File: src/rtl/flash_apb_ctrl_if.sv
// APB bus bundle between the AHB-to-APB bridge (master) and flash_apb_ctrl (slave).
interface flash_apb_ctrl_if;
    logic [31:0] paddr;
    logic [31:0] pwdata;
    logic        pwrite;
    logic        psel;
    logic        penable;
    logic [31:0] prdata;
    logic        pready;
    logic        pslverr;

    modport master (
        output paddr, pwdata, pwrite, psel, penable,
        input  prdata, pready, pslverr
    );

    modport slave (
        input  paddr, pwdata, pwrite, psel, penable,
        output prdata, pready, pslverr
    );
endinterface

File: src/rtl/flash_apb_ctrl.sv
// APB completer holding the flash command registers and the program/erase sequencer.
// Optional completion interrupt enabled by defining FLASH_APB_IRQ_EN.
module flash_apb_ctrl #(
    parameter int unsigned WAIT_STATES  = 1,
    parameter int unsigned PROG_CYCLES  = 8,
    parameter int unsigned ERASE_CYCLES = 32
) (
    input  logic              clk,
    input  logic              rst,
    flash_apb_ctrl_if.slave   apb,
    output logic              flash_we,
    output logic              flash_erase,
    output logic [31:0]       flash_addr,
    output logic [31:0]       flash_wdata,
    input  logic [31:0]       flash_rdata,
    output logic              irq
);
    localparam int unsigned MaxCycles = (PROG_CYCLES > ERASE_CYCLES) ? PROG_CYCLES : ERASE_CYCLES;
    localparam int unsigned CntW      = $clog2(MaxCycles) + 1;
    localparam logic [3:0]  WaitLast  = 4'(WAIT_STATES);

    typedef enum logic [1:0] {StIdle, StProg, StErase} state_e;

    state_e          state_q;
    logic [CntW-1:0] cnt_q;
    logic [3:0]      wait_q;
    logic [31:0]     addr_q;
    logic [31:0]     wdata_q;
    logic            done_q;
    logic            err_q;
    logic            ie;

    logic        access;
    logic        busy;
    logic        slverr;
    logic        wr_ok;
    logic        ctrl_wr;
    logic        status_wr;
    logic        set_err;
    logic        done_set;
    logic [2:0]  idx;
    logic [31:0] rdata_mux;
    logic        unused;

    assign idx    = apb.paddr[4:2];
    assign busy   = (state_q != StIdle);
    assign access = apb.psel & apb.penable;
    assign unused = ^{apb.paddr[31:5], apb.paddr[1:0]};

    assign apb.pready  = access & (wait_q == WaitLast);
    assign apb.pslverr = apb.pready & slverr;
    assign apb.prdata  = (apb.pready && !slverr && !apb.pwrite) ? rdata_mux : '0;

    always_comb begin
        slverr    = 1'b0;
        rdata_mux = '0;
        case (idx)
            3'd0: begin
                rdata_mux = {29'b0, ie, 2'b0};
                // A CTRL write with no start bits only touches IE, so it is legal while busy.
                if (apb.pwrite && ((apb.pwdata[1:0] == 2'b11) || (busy && |apb.pwdata[1:0]))) begin
                    slverr = 1'b1;
                end
            end
            3'd1: begin
                rdata_mux = addr_q;
                slverr    = apb.pwrite & busy;
            end
            3'd2: begin
                rdata_mux = wdata_q;
                slverr    = apb.pwrite & busy;
            end
            3'd3: rdata_mux = {29'b0, err_q, done_q, busy};
            3'd4: begin
                rdata_mux = flash_rdata;
                slverr    = apb.pwrite;
            end
            default: slverr = 1'b1;
        endcase
    end

    assign wr_ok     = apb.pready & apb.pwrite & ~slverr;
    assign ctrl_wr   = wr_ok & (idx == 3'd0);
    assign status_wr = wr_ok & (idx == 3'd3);
    assign set_err   = apb.pready & apb.pwrite & (idx == 3'd0) & (apb.pwdata[1:0] == 2'b11);
    assign done_set  = busy & (cnt_q == CntW'(1));

    assign flash_addr  = addr_q;
    assign flash_wdata = wdata_q;

    always_ff @(posedge clk or posedge rst) begin
        if (rst) begin
            state_q     <= StIdle;
            cnt_q       <= '0;
            wait_q      <= '0;
            addr_q      <= '0;
            wdata_q     <= '0;
            done_q      <= 1'b0;
            err_q       <= 1'b0;
            flash_we    <= 1'b0;
            flash_erase <= 1'b0;
        end else begin
            // Counter also clears when psel drops, aborting the transfer.
            if (access && !apb.pready) wait_q <= wait_q + 4'd1;
            else                       wait_q <= '0;

            if (wr_ok && idx == 3'd1) addr_q  <= apb.pwdata;
            if (wr_ok && idx == 3'd2) wdata_q <= apb.pwdata;

            if (set_err)                         err_q <= 1'b1;
            else if (status_wr && apb.pwdata[2]) err_q <= 1'b0;

            if (done_set)                        done_q <= 1'b1;
            else if (status_wr && apb.pwdata[1]) done_q <= 1'b0;

            case (state_q)
                StIdle: begin
                    if (ctrl_wr && apb.pwdata[0]) begin
                        state_q  <= StProg;
                        cnt_q    <= CntW'(PROG_CYCLES);
                        flash_we <= 1'b1;
                    end else if (ctrl_wr && apb.pwdata[1]) begin
                        state_q     <= StErase;
                        cnt_q       <= CntW'(ERASE_CYCLES);
                        flash_erase <= 1'b1;
                    end
                end
                StProg, StErase: begin
                    if (done_set) begin
                        state_q     <= StIdle;
                        flash_we    <= 1'b0;
                        flash_erase <= 1'b0;
                    end
                    cnt_q <= cnt_q - CntW'(1);
                end
                default: begin
                    state_q     <= StIdle;
                    flash_we    <= 1'b0;
                    flash_erase <= 1'b0;
                end
            endcase
        end
    end

`ifdef FLASH_APB_IRQ_EN
    logic ie_q;

    assign ie = ie_q;

    always_ff @(posedge clk or posedge rst) begin
        if (rst) begin
            ie_q <= 1'b0;
            irq  <= 1'b0;
        end else begin
            if (ctrl_wr) ie_q <= apb.pwdata[2];
            irq <= done_q & ie_q;
        end
    end
`else
    assign ie  = 1'b0;
    assign irq = 1'b0;
`endif
endmodule
File: src/flat_wrapper.sv
// flat-port wrapper written by rule: the top's interface ports become plain ports
module flash_apb_ctrl_flat 
#(
    parameter int unsigned WAIT_STATES  = 1,
    parameter int unsigned PROG_CYCLES  = 8,
    parameter int unsigned ERASE_CYCLES = 32
)
  (clk, rst, flash_we, flash_erase, flash_addr, flash_wdata, flash_rdata, irq, apb_paddr, apb_pwdata, apb_pwrite, apb_psel, apb_penable, apb_prdata, apb_pready, apb_pslverr);
  flash_apb_ctrl_if apb_i ();
  input  logic clk;
  input  logic rst;
  output logic flash_we;
  output logic flash_erase;
  output logic [31:0] flash_addr;
  output logic [31:0] flash_wdata;
  input  logic [31:0] flash_rdata;
  output logic irq;
  input wire logic [$bits(apb_i.paddr)-1:0] apb_paddr;
  input wire logic [$bits(apb_i.pwdata)-1:0] apb_pwdata;
  input wire logic [$bits(apb_i.pwrite)-1:0] apb_pwrite;
  input wire logic [$bits(apb_i.psel)-1:0] apb_psel;
  input wire logic [$bits(apb_i.penable)-1:0] apb_penable;
  output wire logic [$bits(apb_i.prdata)-1:0] apb_prdata;
  output wire logic [$bits(apb_i.pready)-1:0] apb_pready;
  output wire logic [$bits(apb_i.pslverr)-1:0] apb_pslverr;
  assign apb_i.paddr = apb_paddr;
  assign apb_i.pwdata = apb_pwdata;
  assign apb_i.pwrite = apb_pwrite;
  assign apb_i.psel = apb_psel;
  assign apb_i.penable = apb_penable;
  assign apb_prdata = apb_i.prdata;
  assign apb_pready = apb_i.pready;
  assign apb_pslverr = apb_i.pslverr;
  flash_apb_ctrl #(.WAIT_STATES(WAIT_STATES), .PROG_CYCLES(PROG_CYCLES), .ERASE_CYCLES(ERASE_CYCLES)) u_core (.clk(clk), .rst(rst), .apb(apb_i), .flash_we(flash_we), .flash_erase(flash_erase), .flash_addr(flash_addr), .flash_wdata(flash_wdata), .flash_rdata(flash_rdata), .irq(irq));
endmodule
File: config.mk
export PLATFORM = sky130hd
export DESIGN_NAME = flash_apb_ctrl_flat
export DESIGN_NICKNAME = d
export VERILOG_FILES = /design/src/rtl/flash_apb_ctrl_if.sv /design/src/rtl/flash_apb_ctrl.sv /design/src/flat_wrapper.sv
export SDC_FILE = /design/constraint.sdc
export NUM_CORES = 1
export LEC_CHECK = 0
export BUFFER_PORTS_ARGS = -buffer_cell sky130_fd_sc_hd__buf_2
export CAP_MARGIN = 20
export CORE_MARGIN = 1.5
export CORE_UTILIZATION = 45
export CTS_CLUSTER_SIZE = 24
export DETAILED_ROUTE_END_ITERATION = 6
export MAX_ROUTING_LAYER = met4
export PLACE_DENSITY_LB_ADDON = 0.12
export SYNTH_ARGS = -nofsm -noshare
export SYNTH_HDL_FRONTEND = slang
export SYNTH_SLANG_ARGS = --single-unit
File: constraint.sdc
create_clock -name clk -period 5.7 [get_ports clk]
set_clock_uncertainty 0.2 [all_clocks]
set_input_delay 0.57 -clock clk [delete_from_list [all_inputs] [get_ports clk]]
set_output_delay 0.57 -clock clk [all_outputs]
set_load 0.05 [all_outputs]
-- Word-level counts from Yosys, hierarchy flattened
Index checks and enable logic that the tools add are counted.
- add/sub/neg operators: 2
- equality and inequality tests: 14
- muxes and demuxes: 22
- bitwise gates (word level): 12
- reductions and logical operators: 28
- operators with widths (operator ; number):
    one-hot mux 32 bit (4 select lines) ; 1
    two-way mux 32 bit ; 1
    two-way mux 6 bit ; 2
    one-hot mux 6 bit (2 select lines) ; 1
    AND 1 bit ; 11
    logical AND 1 bit ; 11
    two-way mux 1 bit ; 9
    nonzero test 2 bit ; 4
    equality test 3 x 2 -> 1 bit, second input constant ; 2
    equality test 6 x 1 -> 1 bit, second input constant ; 1
    two-way mux 2 bit ; 3
    inequality test 2 x 1 -> 1 bit, second input constant ; 3
    AND reduction 2 bit ; 3
    OR reduction 2 bit ; 3
    subtractor 6 x 1 -> 6 bit, second input constant ; 1
    adder 4 x 1 -> 4 bit, second input constant ; 1
    equality test 2 bit, second input constant ; 2
    equality test 4 x 1 -> 1 bit, second input constant ; 1
    two-way mux 4 bit ; 1
    one-hot mux 1 bit (2 select lines) ; 2
    one-hot mux 1 bit (4 select lines) ; 1
    one-hot mux 2 bit (2 select lines) ; 1
    equality test 3 x 1 -> 1 bit, second input constant ; 1
    equality test 3 bit, second input constant ; 1
    other kinds (9) ; 11
- register bits: 80
- bits of input ports: 101
- output and inout port bits: 101
- logic and storage cells: 87

-- Depth between registers and ports, before layout
- depth in word-level cells: 13
- mapped depth: 9
- gate-level depth less buffers: 8

-- Worst setup path after synthesis
OpenSTA, ideal clock, no wires.
- kind: register -> output
- from: reg u_core.wait_q[1]
- to: out apb_prdata[10]
- arrival: 2.519 ns
- data required time: 4.930 ns
- slack: 2.411 ns
- stages on the path, launching flop included: 9
- path buffers: 1
- path through: dfrtp_1 inv_1 ha_1 or3b_4 or2_4 clkinv_2 nand3_1 clkbuf_1 nor2_1
- word-level cells in the longest chain between the ends: 5
- RTL lines (item ; line ; RTL):
    from (decl) ; flash_apb_ctrl.sv:26 ; logic [3:0] wait_q;
    from (signal assigned) ; flash_apb_ctrl.sv:104 ; if (access && !apb.pready) wait_q <= wait_q + 4'd1;
    equality test 4 x 1 -> 1 bit ; flash_apb_ctrl.sv:50 ; assign apb.pready = access & (wait_q == WaitLast);
    AND 1 bit ; flash_apb_ctrl.sv:50 ;
    net apb_pready ; flat_wrapper.sv:24 ; output wire logic [$bits(apb_i.pready)-1:0] apb_pready;
    logical AND 1 bit (2 in series) ; flash_apb_ctrl.sv:52 ; assign apb.prdata = (apb.pready && !slverr && !apb.pwrite) ? rdata_mux : '0;
    two-way mux 32 bit ; flash_apb_ctrl.sv:52 ;
    to (decl) ; flat_wrapper.sv:23 ; output wire logic [$bits(apb_i.prdata)-1:0] apb_prdata;
The timed path passes the listed nets, and every way through them passes these cells.

-- Worst setup path in the final report
- from: reg u_core.wait_q[1]
- to: out apb_prdata[7]
- word-level cells in the longest chain between the ends: 5
- RTL lines (item ; line):
    equality test 4 x 1 -> 1 bit ; flash_apb_ctrl.sv:50
    AND 1 bit ; flash_apb_ctrl.sv:50
    logical AND 1 bit (2 in series) ; flash_apb_ctrl.sv:52
    two-way mux 32 bit ; flash_apb_ctrl.sv:52
No other way between the ends.

==> flow_summary_export.csv <==
group,metric,value,unit
run_status,outcome,"finished, final reports clean",
drt,drc,0,
logic_synthesis,synth.most_common_cell,"dfrtp_1",
place,place_congestion,0.8079,
drt,totalWireLength,11640,µm
worst_setup_path,path_class,"register to output pin",
min_path,min_path_type,"primary input to register",
logic_synthesis,synth_top_area_share,46.61,%
sta,tns,0,ns
clock_tree,cts_tree,"yes",
sta,fin_crit,3.992,ns
drt,drt-pass1-iter-count,5,
grt,grt_pass1_vias,3691,
drt,vias,3826,
sta,setup_violations,0,
logic_synthesis,synthTopCellsByArea,"dfrtp_1 47%, mux2_2 15%, nor2_1 6.3%",
pwr,power.share.clock,33.5,%
finish,layout-drive-gt1-share,44.92,%
place,port_buffers,171,
drt,met1Wirelength,4992,µm
floorplanning,start_util,46.49,%
logic_synthesis,syn_inst,425,
floorplanning,io_pins,202,
pwr,ir_worst_vdd,120.4,µV
clock_tree,clk-insertion-delay-late,0.35,ns
worst_setup_path,cp_max_fo,17,
pwr,power.net_switching,0.4763,mW
worst_setup_path,endpoint_kind,"output pin",
pwr,leakage,2.863,nW
run,drv_cap,0,
finish,multi_input_area,2117,µm²
drt,wl_met2,5729,µm
sta,rsz0062_at_grt,"false",
grt,globalRouteOverflowTotal,0,
finish,area_growth,27.29,%
clock_tree,numCtsBuffers,9,
logic_synthesis,synth_seq_cells,80,
floorplanning,fp.coreArea,9240,µm²
pwr,power_density,271.1,nW/µm²
pwr,combPwrFrac,22.6,%
clock_tree,cts_resized,0,
finish,fin_nets,692,
finish,finalCoreUtilization,59.17,%
logic_synthesis,synthArstFlopShare,100.0,%
sta,finalHoldViolCount,0,
pwr,sequentialPowerShare,44.0,%
worst_setup_path,start_kind,"register",
worst_setup_path,worstPathRequired,4.93,ns
sta,max-slew-margin-rel,31.75,%
drt,wl_met3,729,µm
floorplanning,die_area,10140,µm²
finish,stdcell_area,5468,µm²
clock_tree,htreeDepth,3,
clock_tree,cts-root-buf,"clkbuf_8",
logic_synthesis,synthTopCellsByCount,"80 x dfrtp_1, 72 x nor2_1, 59 x mux2_2",
place,placed_area,5221,µm²
grt,antenna_found_initial,0,
sta,finalHoldWorstSlack,0.2469,ns
drt,wl_per_cell,16.19,µm
clock_tree,cts_sinks,80,
logic_synthesis,synthFlopType,"dfrtp_1",
finish,seqCellArea,2002,µm²
pwr,internal-power,1.006,mW
finish,num_antenna_cells,0,
finish,fill_cells,831,
pwr,p_sw_share,32.14,%
drt,highest_layer,"met4",
grt,grt_pass1_wl,18060,µm
clock_tree,clock_path_buffers,2,
floorplanning,num_rows,35,
place,dpl.hpwl,7919,µm
sta,final.period_utilization,70.04,%
floorplanning,die_h,100.7,µm
logic_synthesis,ys_seq_area_share,46.61,%
logic_synthesis,ys_types,50,
drt,drtIter0Drc,107,
logic_synthesis,yosysTopAreaCell,"dfrtp_1",
grt,grt_max_degree,75,
grt,grtUsageTotal,23.72,%
logic_synthesis,syn_avg_cell_area,10.11,µm²
logic_synthesis,syn_area,4295,µm²
floorplanning,die_width,100.7,µm
sta,drv_slew,0,
logic_synthesis,yosys_warnings,0,
pwr,power.total,1.482,mW
logic_synthesis,synth_edf_count,0,
clock_tree,clk_pin_slew,0.08,ns
drt,ant_nets,0,
logic_synthesis,syn-num-nets,532,
worst_setup_path,arrival,3.22,ns
sta,worstMarginPinSlew,1.021,ns
sta,fmax,250.5,MHz
drt,viasPerCell,5.321,
-- cells in the final DEF (no fill, tap or decap), types with 4 or more instances in the layout --
cell type / n
inv_1: 10
nor3_1: 4
o21ai_0: 10
clkbuf_8: 9
buf_2: 171
mux2_1: 6
nand2_1: 12
mux2_2: 59
nor2_1: 72
nand3_1: 6
ha_1: 6
nand2b_1: 5
a21oi_1: 47
nor2b_1: 17
dfrtp_1: 80
a22oi_1: 20
buf_4: 5
-- repair_timing --
action,CTS,global route
buffers inserted,0,0
hold buffers,1,0
hold endpoints to repair,6,0
-- through the flow --
| step | setup slack (ns) | instances |
|---|---|---|
| floorplan | 2.411 | 425 |
| global placement | 1.775 | 702 |
| detailed placement | 1.748 | 702 |
| CTS | 1.671 | 719 |
| global route | 1.491 | 719 |
| finish | 1.708 | 719 |
-- flip-flops by register name (all words and copies together) (netlist names) --
| name | cells |
|---|---|
| u_core.cnt_q | 6 |
| u_core.done_q | 1 |
| u_core.err_q | 1 |
| u_core.flash_addr | 32 |
| u_core.flash_erase | 1 |
| u_core.flash_wdata | 32 |
| u_core.flash_we | 1 |
| u_core.state_q | 2 |
| u_core.wait_q | 4 |
-- kinds of logic after synthesis --
logic type	Yosys count	share of synthesized area (%)
multiplexers	65	17.04
adder cells (fa/ha/maj)	6	1.748
XOR/XNOR	2	0.4079
AO/OA/AOI/OAI	92	13.31
other	1	0.08730
AND/OR/NAND/NOR	139	16.52
flip-flops	80	46.61
buffers and inverters	40	4.282
-- layer usage --
layer | vias to the layer above | global-route usage (%)
met5 | - | -
met4 | 0 | 8.559
met3 | 25 | 4.161
met2 | 152 | 39.24
met1 | 1849 | 29.24
li1 | 1800 | -
-- power groups by stage --
stage	Sequential (mW)	Combinational (mW)	Clock, mW
2_1_floorplan	0.773	0.121	0
3_3_place_gp	0.659	0.328	0
3_5_place_dp	0.661	0.335	0
6_report	0.652	0.335	0.496
4_1_cts	0.651	0.336	0.507
5_1_grt	0.658	0.359	0.531
-- final cells by class --
class	instances	share of cell area [%]
inverter	12	0.8696
clock inverter	5	1.922
multi-input combinational	305	38.72
timing repair buffer	177	16.52
tap	129	2.952
clock buffer	11	2.403
sequential	80	36.61
-- worst max-delay path: stages (launching register included) --
cell and delay, ns:
dfrtp_1 0.40, inv_1 0.06, ha_1 0.15, or3b_4 0.41
or2_4 0.29, clkinv_2 0.11, nand3_1 0.59, buf_4 0.47
nor2_1 0.12, buf_2 0.27
-- worst paths after layout --
check                                                from                                  to  slack (ns)  cells after the start
min reg2reg                u_core.flash_erase$_DFFE_PP0P_      u_core.flash_erase$_DFFE_PP0P_        0.29                      2
max reg2reg                 u_core.state_q[0]$_DFFE_PP0P_  u_core.flash_wdata[28]$_DFFE_PP0P_        2.39                      7
max in group asynchronous                             rst         u_core.cnt_q[1]$_DFFE_PP0P_        3.76                      4
min                                        apb_pwdata[27]   u_core.flash_addr[27]$_DFFE_PP0P_        0.25                      2
min in group asynchronous                             rst   u_core.flash_addr[26]$_DFFE_PP0P_        0.43                      3
max                            u_core.wait_q[1]$_DFF_PP0_                       apb_prdata[7]        1.71                      9
Power figures use the tool's default switching activity.
